`src/rtl/uart_rx.sv`:
```
// UART receiver: oversampled start/data/stop deserialiser with
// framing-error reporting and a one-clock done pulse per word.
//
// Ports:
//   clock     system clock, rising edge
//   reset     asynchronous active-high reset
//   baud      oversampling tick, OVERSAMPLE ticks per bit
//   rx        serial line, idle high, asynchronous
//   rx_data   last received word, held until next rx_done
//   rx_done   one-clock pulse when rx_data/frame_err update
//   frame_err last frame's stop sample was low
module uart_rx #(
  parameter int DATA_BITS  = 8,
  parameter int OVERSAMPLE = 16,
  parameter int STOP_BITS  = 1
) (
  input  logic                 clock,
  input  logic                 reset,
  input  logic                 baud,
  input  logic                 rx,
  output logic [DATA_BITS-1:0] rx_data,
  output logic                 rx_done,
  output logic                 frame_err
);

  localparam int SW = $clog2(OVERSAMPLE * STOP_BITS);
  localparam int NW = $clog2(DATA_BITS);

  localparam logic [SW-1:0] S_HALF = SW'(OVERSAMPLE / 2 - 1);
  localparam logic [SW-1:0] S_BIT  = SW'(OVERSAMPLE - 1);
  localparam logic [SW-1:0] S_STOP = SW'(OVERSAMPLE * STOP_BITS - 1);
  localparam logic [NW-1:0] N_LAST = NW'(DATA_BITS - 1);

  typedef enum logic [1:0] {
    IDLE,
    START,
    DATA,
    STOP
  } state_t;

  state_t               state, state_n;
  logic [SW-1:0]        s, s_n;
  logic [NW-1:0]        n, n_n;
  logic [DATA_BITS-1:0] sh, sh_n;
  logic [DATA_BITS-1:0] data_n;
  logic                 done_n;
  logic                 err_n;
  logic [1:0]           sync;
  logic                 rx_s;

  // Two-flop synchroniser; resets to the idle (high) line level.
  always_ff @(posedge clock or posedge reset) begin
    if (reset) begin
      sync <= 2'b11;
    end else begin
      sync <= {sync[0], rx};
    end
  end

  assign rx_s = sync[1];

  always_ff @(posedge clock or posedge reset) begin
    if (reset) begin
      state     <= IDLE;
      s         <= '0;
      n         <= '0;
      sh        <= '0;
      rx_data   <= '0;
      rx_done   <= 1'b0;
      frame_err <= 1'b0;
    end else begin
      state     <= state_n;
      s         <= s_n;
      n         <= n_n;
      sh        <= sh_n;
      rx_data   <= data_n;
      rx_done   <= done_n;
      frame_err <= err_n;
    end
  end

  always_comb begin
    state_n = state;
    s_n     = s;
    n_n     = n;
    sh_n    = sh;
    data_n  = rx_data;
    err_n   = frame_err;
    done_n  = 1'b0;
    unique case (state)
      IDLE: begin
        // Start edge is taken immediately, independent of baud.
        if (!rx_s) begin
          state_n = START;
          s_n     = '0;
        end
      end
      START: begin
        if (baud) begin
          if (s == S_HALF) begin
            // Mid-start re-check rejects short glitches.
            if (!rx_s) begin
              state_n = DATA;
              s_n     = '0;
              n_n     = '0;
            end else begin
              state_n = IDLE;
            end
          end else begin
            s_n = s + 1'b1;
          end
        end
      end
      DATA: begin
        if (baud) begin
          if (s == S_BIT) begin
            sh_n = {rx_s, sh[DATA_BITS-1:1]};
            s_n  = '0;
            if (n == N_LAST) begin
              state_n = STOP;
            end else begin
              n_n = n + 1'b1;
            end
          end else begin
            s_n = s + 1'b1;
          end
        end
      end
      STOP: begin
        if (baud) begin
          if (s == S_STOP) begin
            data_n  = sh;
            err_n   = ~rx_s;
            done_n  = 1'b1;
            state_n = IDLE;
          end else begin
            s_n = s + 1'b1;
          end
        end
      end
    endcase
  end

endmodule

```
`config.mk`:
```
export PLATFORM = sky130hd
export DESIGN_NAME = uart_rx
export DESIGN_NICKNAME = d
export VERILOG_FILES = /design/src/rtl/uart_rx.sv
export SDC_FILE = /design/constraint.sdc
export NUM_CORES = 1
export LEC_CHECK = 0
export ABC_AREA = 1
export BUFFER_PORTS_ARGS = -buffer_cell sky130_fd_sc_hd__buf_2
export CAP_MARGIN = 30
export CORE_ASPECT_RATIO = 0.8
export CORE_MARGIN = 4
export CORE_UTILIZATION = 56
export DETAILED_ROUTE_END_ITERATION = 8
export PLACE_DENSITY_LB_ADDON = 0.2
export REMOVE_ABC_BUFFERS = 1
export SLEW_MARGIN = 30
export SYNTH_ARGS = -nofsm -noshare
export SYNTH_HDL_FRONTEND = slang
export SYNTH_SLANG_ARGS = --single-unit
```
`constraint.sdc`:
```
create_clock -name clock -period 2.7 [get_ports clock]
set_input_delay 0.27 -clock clock [delete_from_list [all_inputs] [get_ports clock]]
set_output_delay 0.27 -clock clock [all_outputs]
set_load 0.05 [all_outputs]
```
== Yosys cells after proc, flatten, opt, wreduce, memory -nomap -nowiden ==
Cells that the tools add are included.
W data, S select, Z words.

* Add/subtract/negate cells: 2
* Equality and inequality tests: 17
* Muxes and demuxes: 28
* Bitwise logic cells: 1
* Reductions and logical operators: 7

{| class="wikitable"
|+ Operators with widths
! operator !! count
|-
| $mux W4 || 7
|-
| $ne A2 B2 Y1 const B || 11
|-
| $mux W2 || 9
|-
| $mux W3 || 6
|-
| $pmux W4 S4 || 1
|-
| $pmux W2 S4 || 1
|-
| $reduce_and A8 Y1 || 1
|-
| $reduce_and A7 Y1 || 1
|-
| $pmux W3 S2 || 1
|-
| $reduce_and A3 Y1 || 2
|-
| $add A4 B1 Y4 const B || 1
|-
| $eq A2 B2 Y1 const B || 2
|-
| $eq A4 B3 Y1 const B || 1
|-
| $eq A4 B4 Y1 const B || 1
|-
| $reduce_and A4 Y1 || 1
|-
| $add A3 B1 Y3 const B || 1
|-
| $eq A3 B3 Y1 const B || 1
|-
| $mux W1 || 3
|-
| $eq A2 B1 Y1 const B || 1
|-
| $logic_not A2 Y1 || 1
|-
| $reduce_bool A2 Y1 || 1
|-
| $not A1 Y1 || 1
|}

* Flip-flop bits (word level): 29
* Bits of input ports: 4
* Output and inout bits: 10
* Word-level logic and storage cells: 63

== Depth between registers and ports, before layout ==
Gate-level depths: netlist of run 1.

* Depth after elaboration: 5
* Mapped depth: 9
* Gate-level depth less buffers: 9

== Worst setup path before layout of run 1 ==
No wires, ideal clock.

* Kind: reg2reg
* Start: reg s[0]
* End: reg sh[0]
* Library setup time: 0.118 ns
* Arrival: 1.200 ns
* Data required time: 2.582 ns
* Path slack: 1.381 ns
* Cell stages (with the launch flop): 8
* Path buffers: 1
* Period minus slack after synthesis: 1.319 ns
* Cells stage by stage: dfrtp_1 ha_1 nand3_2 nor2_1 nand2_2 buf_6 nand2_1 o21ai_2

* Cells in the longest elaborated chain, start to end: 2

{| class="wikitable"
|+ RTL lines
! element !! RTL line !! RTL
|-
| start: declaration || 42 || <nowiki>logic [SW-1:0] s, s_n;</nowiki>
|-
| start signal: assignment || 73 || <nowiki>s <= s_n;</nowiki>
|-
| $eq A4 B4 Y1 || 116 || <nowiki>if (s == S_BIT) begin</nowiki>
|-
| $reduce_and A3 Y1 (no line) || -- ||
|-
| end signal: assignment || 75 || <nowiki>sh <= sh_n;</nowiki>
|-
| end: declaration || 44 || <nowiki>logic [DATA_BITS-1:0] sh, sh_n;</nowiki>
|}

Every way passes these cells.
A chain may end at the register's enable or synchronous reset.

==> flow_summary.toml, run 1 <==
[outcome]
status = "finished, violations left"
violations = "hold timing"

[placement]
dp_slack_ns = 1.18
placed_area_mm2 = 0.00152
numPortBuffers = 13
dp_cells = 209
dp_hpwl_um = 1770
place.gp.congestion = 0.845

[pwr]
p_int_uw = 804
peakVddDrop_mv = 0.606
swShare = 0.357
seqPwrFrac = 0.434
clkPwrFrac = 0.298
p_switching_uw = 447
power_leakage_nw = 0.841
power_frac_comb = 0.268
power_per_cell_area_mw_per_mm2 = 780
total_power_mw = 1.25

[sta]
finalCritPeriodShare = 0.577
slew_headroom = 0.619
drv_slew = 0
tightest_slew_ns = 0.571
timing.setup.tns_ns = 0
rsz0062_at_grt = "no"
setup_ws_ns = 1.14
min_period_ns = 1.56
hold_viol_final = 22
holdWs_ns = -0.00992
skew_ns = 0.00815
final-setup-viol-count = 0
fmax_mhz = 642

[worst_setup_path]
cp_data_arrival_time_ns = 1.78
crit_fanout = 4
ff2ff_path_depth = 8
cp.required_ns = 2.92
path_class = "reg2reg"
endpoint_kind = "register"
critical_path.startpoint_type = "register"

[clocking]
postCtsSetupBuffers = 0
htree_levels = 2
cts_num_sinks = 29
insertion_delay_ns = 0.32
cts-resized-gates = 0
hold_buffers = 0
cts-root-buf = "clkbuf_4"
max-clock-path-buffers = 2
cts_tree = "built"
numCtsBuffers = 5
clk_pin_slew_ns = 0.10

[logic_synthesis]
ys_ff_latch = 29
synthSimpleGateAreaFrac = 0.266
syn_inst = 162
synth_cell_types = 22
synthAdderAreaFrac = 0.0262
yosys_warnings = 0
synthMuxAreaShare = 0
synth_top_area_cell = "dfrtp_1"
avgSynthCellArea_um2 = 8.84
synth_area_leaders = "dfrtp_1, nand2_1, o21ai_2"
synth_top_family_by_area = "simple AND/OR/NAND/NOR gates"
synth_area_mm2 = 0.00143
ys_seq_area_frac = 0.509
synth_top_area_frac = 0.472
yosys.area_share.xor_xnor = 0.00612
synth_compound_area_frac = 0.125

[global_route]
grt_pass1_wl_um = 4240
grt.overflow.total = 0
grt_pass1_vias = 967
track_usage = 0.167
antenna_found_initial = 0
grt_max_degree = 30

[floorplanning]
die-area_mm2 = 0.00343
rows = 16
die_width_um = 64.5
start_util = 0.586
core_mm2 = 0.00244
ios = 14
dieHeight_um = 53.2

[detailed_routing]
drt_iter0_drc = 46
vias = 1036
drtPass1Iterations = 4
viasPerCell = 4.77
wire_per_inst_um = 11.3
drtAntennaViolNets = 0
route.detailed.drc = 0
wl_um = 2460

[cells_and_area]
antenna_cells = 0
drive_above_1_share = 0.293
fin_cells = 217
syn_to_final_growth_pct = 12.1
multi_input_area_um2 = 606
n_fill_cell = 229
fin_nets = 187
finish.utilization = 0.657
regArea_um2 = 728
final_area_mm2 = 0.00160

[flow_run]
cap_violations = 0

[min_path]
min_path_type = "in2async"
-- power by group through the flow --
stage / clock network [mW] / registers [mW] / logic [mW]
4_1_cts: 0.377 / 0.542 / 0.338
3_5_place_dp: 0 / 0.549 / 0.327
6_report: 0.372 / 0.543 / 0.336
2_1_floorplan: 0 / 0.536 / 0.266
5_1_grt: 0.398 / 0.549 / 0.380
3_3_place_gp: 0 / 0.544 / 0.311
-- synth_stat cells, drive strengths merged --
cell type  count
a21oi          2
dfrtp         27
xor2           1
buf            2
nand3         12
dfstp          2
ha             3
nor2          14
nand2         56
o21ai         21
inv           20
nor3           2
-- per-layer routing --
layer  global-route usage  share of wire  vias up
met4               0.0632          0.013        0
li1                     -              -      543
met1                0.187           0.45      469
met3               0.0573          0.035        7
met5                    0              0        -
met2                0.296           0.50       17
-- cell type report --
cell class	instances	share of cell area
clock buffers	7	0.0343
flip-flops and latches	29	0.454
well taps	36	0.0281
inverters	20	0.0468
repair buffers	13	0.0406
multi-input cells	111	0.378
clock inverters	1	0.0187
-- sequential cells by signal, summed over array words and instances (netlist names), named ones only --
| signal | cells |
|---|---|
| sync | 2 |
| rx_done | 1 |
| rx_data | 8 |
| state | 1 |
| sh | 8 |
| n | 3 |
| frame_err | 1 |
| s | 4 |
-- placed cells by master (no fill, tap or decap), types with 3 or more instances in the layout --
cell type	n
o21ai_2	16
nor2_2	4
o21ai_0	3
ha_1	3
nand3_1	11
inv_1	17
buf_2	13
nor2_1	9
clkbuf_4	5
dfrtp_1	27
nand2_1	52
inv_2	3
-- critical path, stage by stage, from the launching register on --
cell and delay (ns):
dfrtp_1 0.41, ha_1 0.24, nand3_2 0.15, nand2_1 0.15, nand2_1 0.08, nor2_2 0.19, nand3_1 0.11, nand2_1 0.08
nand2_1 0.05
-- worst paths after layout --
| check | from | to | slack [ns] |
|---|---|---|---|
| worst max-delay path | s[0]$_DFFE_PP0P_ | register | 1.14 |
| worst min-delay path | reset | sh[3]$_DFFE_PP0P_ | -0.01 |
| worst max register to register | s[0]$_DFFE_PP0P_ | register | 1.14 |
| worst min register to register | sync[0]$_DFF_PP1_ | sync[1]$_DFF_PP1_ | 0.37 |
| max in group asynchronous | reset | sync[1]$_DFF_PP1_ | 2.33 |
| min in group clock | rx | sync[0]$_DFF_PP1_ | 0.04 |
-- kinds of logic after synthesis --
family          after synthesis
compound gates               23
xor+xnor                      1
fa+ha+maj                     3
buf+inv                      22
flops                        29
simple gates                 84
Power figures use the tool's default switching activity.
==> run 2, diff against run 1 <==
--- a/config.mk
+++ b/config.mk
@@ -10,7 +10,7 @@
 export CAP_MARGIN = 30
 export CORE_ASPECT_RATIO = 0.8
 export CORE_MARGIN = 4
-export CORE_UTILIZATION = 56
+export CORE_UTILIZATION = 51
 export DETAILED_ROUTE_END_ITERATION = 8
 export PLACE_DENSITY_LB_ADDON = 0.2
 export REMOVE_ABC_BUFFERS = 1
==> constraint.sdc (replaced) <==
create_clock -name clock -period 1.3 [get_ports clock]
set_input_delay 0.13 -clock clock [delete_from_list [all_inputs] [get_ports clock]]
set_output_delay 0.13 -clock clock [all_outputs]
set_load 0.05 [all_outputs]
==> flow_summary.toml, run 2 (synthesized netlist as in run 1, its figures left out) <==
[clocking]
cts_num_sinks = 29
max-clock-path-buffers = 2
cts-root-buf = "clkbuf_4"
cts_tree = "built"
clk_pin_slew_ns = 0.09
htree_levels = 2
numCtsBuffers = 5
insertion_delay_ns = 0.32

[floorplanning]
start_util = 0.559
ios = 14
rows = 16
dieHeight_um = 55.4
die-area_mm2 = 0.00372
core_mm2 = 0.00256
die_width_um = 67.2

[outcome]
status = "finished, violations left"
violations = "setup timing"

[worst_setup_path]
critical_path.startpoint_type = "register"
cp.required_ns = 1.52
endpoint_kind = "register"
crit_chain = "ha_4, nand3_4, nor2_4, buf_12, a21oi_4, nand2_2, nand2_1, o21ai_1"
path_class = "reg2reg"
slowest_delay_ns = 0.43
crit_fanout = 4
cp_data_arrival_time_ns = 1.64
ff2ff_setup_slack_ns = -0.12
r2r_end = "s[0]$_DFFE_PP0P_"
ff2ff_path_depth = 8
worst_path_max_delay_cell = "dfrtp_1"
r2r_start = "s[1]$_DFFE_PP0P_"

[placement]
place.gp.congestion = 0.802
dp_slack_ns = -0.0741
numPortBuffers = 13
dp_hpwl_um = 1910

[sta]
setup_ws_ns = -0.119
min_period_ns = 1.42
fmax_mhz = 705
finalCritPeriodShare = 1.09
skew_ns = 0.0157
rsz0062_at_grt = "yes"
hold_viol_final = 0
holdWs_ns = 0.214
slew_headroom = 0.758
final-setup-viol-count = 25
tightest_slew_ns = 0.363
drv_slew = 0

[detailed_routing]
vias = 1211
wl_um = 3200
drt_iter0_drc = 53
viasPerCell = 5.18
route.detailed.drc = 0
drtPass1Iterations = 4
wire_per_inst_um = 13.7
drtAntennaViolNets = 0

[global_route]
track_usage = 0.189
grt_pass1_vias = 1165
grt_max_degree = 30
grt_pass1_wl_um = 5280
grt.overflow.total = 0
antenna_found_initial = 0

[pwr]
power_leakage_nw = 0.910
total_power_mw = 2.88
power_per_cell_area_mw_per_mm2 = 1510
peakVddDrop_mv = 1.03

[flow_run]
cap_violations = 0

[min_path]
min_to = "rx_done$_DFF_PP0_"
min_path_type = "in2reg"
hold_path.startpoint = "baud"
worstHoldPathCells = 3

[cells_and_area]
syn_to_final_growth_pct = 33.2
reg_top3 = "rx_data: 8 flops, sh: 8 flops, s: 4 flops"
layout_common_cells = "nand2_1, dfrtp_1, inv_1, nand2_2, o21ai_2"
antenna_cells = 0
drive_above_1_share = 0.500
fin_nets = 204
final_common_cell = "nand2_1"
finish.utilization = 0.744
## run 2: power by group
| group | internal, mW | total, mW | switching (mW) |
|---|---|---|---|
| logic | 0.469 | 1.16 | 0.693 |
| registers | 0.996 | 1.16 | 0.165 |
| clock network | 0.267 | 0.562 | 0.295 |
## run 2: stage by stage
step	instances	setup TNS [ns]	instance area, um^2
after floorplan	160	-0.269	1410
after global placement	218	-0.302	1590
after detailed placement	218	-1.22	1590
after CTS	233	-0.606	1830
after global routing	234	-3.48	1910
final	234	-1.47	1910
## run 2: per-layer routing
metal  wire, um  vias up  global-route usage
met2       1640       27               0.279
met5          0        -                   0
met1       1400      592               0.263
met4         38        0              0.0665
met3        121        7              0.0548
li1           -      585                   -
## run 2: how the worst max path moves through the flow
stage | cells after the start | slack [ns] | from | endpoint
after global routing | 8 | -0.18 | s[0]$_DFFE_PP0P_ | s[3]$_DFFE_PP0P_
after floorplan | 6 | -0.06 | s[0]$_DFFE_PP0P_ | sh[7]$_DFFE_PP0P_
final | 8 | -0.12 | s[1]$_DFFE_PP0P_ | s[0]$_DFFE_PP0P_
after detailed placement | 6 | -0.07 | s[0]$_DFFE_PP0P_ | s[0]$_DFFE_PP0P_
after CTS | 8 | -0.06 | s[1]$_DFFE_PP0P_ | s[0]$_DFFE_PP0P_
after global placement | 6 | -0.04 | n[0]$_DFFE_PP0P_ | n[0]$_DFFE_PP0P_
## run 2: critical path: cells and delay by family, from the launching register on
kind                       cells  cell delay [ns]
and+or+nand+nor                4             0.36
DFF                            1             0.43
buffers and inverters          1             0.14
adders and majority gates      1             0.19
AOI/OAI and AO/OA              2             0.20
## run 2: timing repair
| action | in CTS | in global routing |
|---|---|---|
| cloned | 1 | 0 |
| hold endpoints to repair | 28 | 0 |
| buffers inserted | 4 | 1 |
| hold buffers | 2 | 0 |
| pin swaps | 13 | 12 |
| endpoints found under the setup margin | 26 | 27 |
| resized for setup | 33 | 17 |
## run 2: final cells by class
cell class	count	area [um^2]
multi-input combinational	112	792
sequential	29	731
fill	188	656
timing repair buffer	29	203
inverter	20	77.6
clock buffer	8	58.8
tap	36	45.0
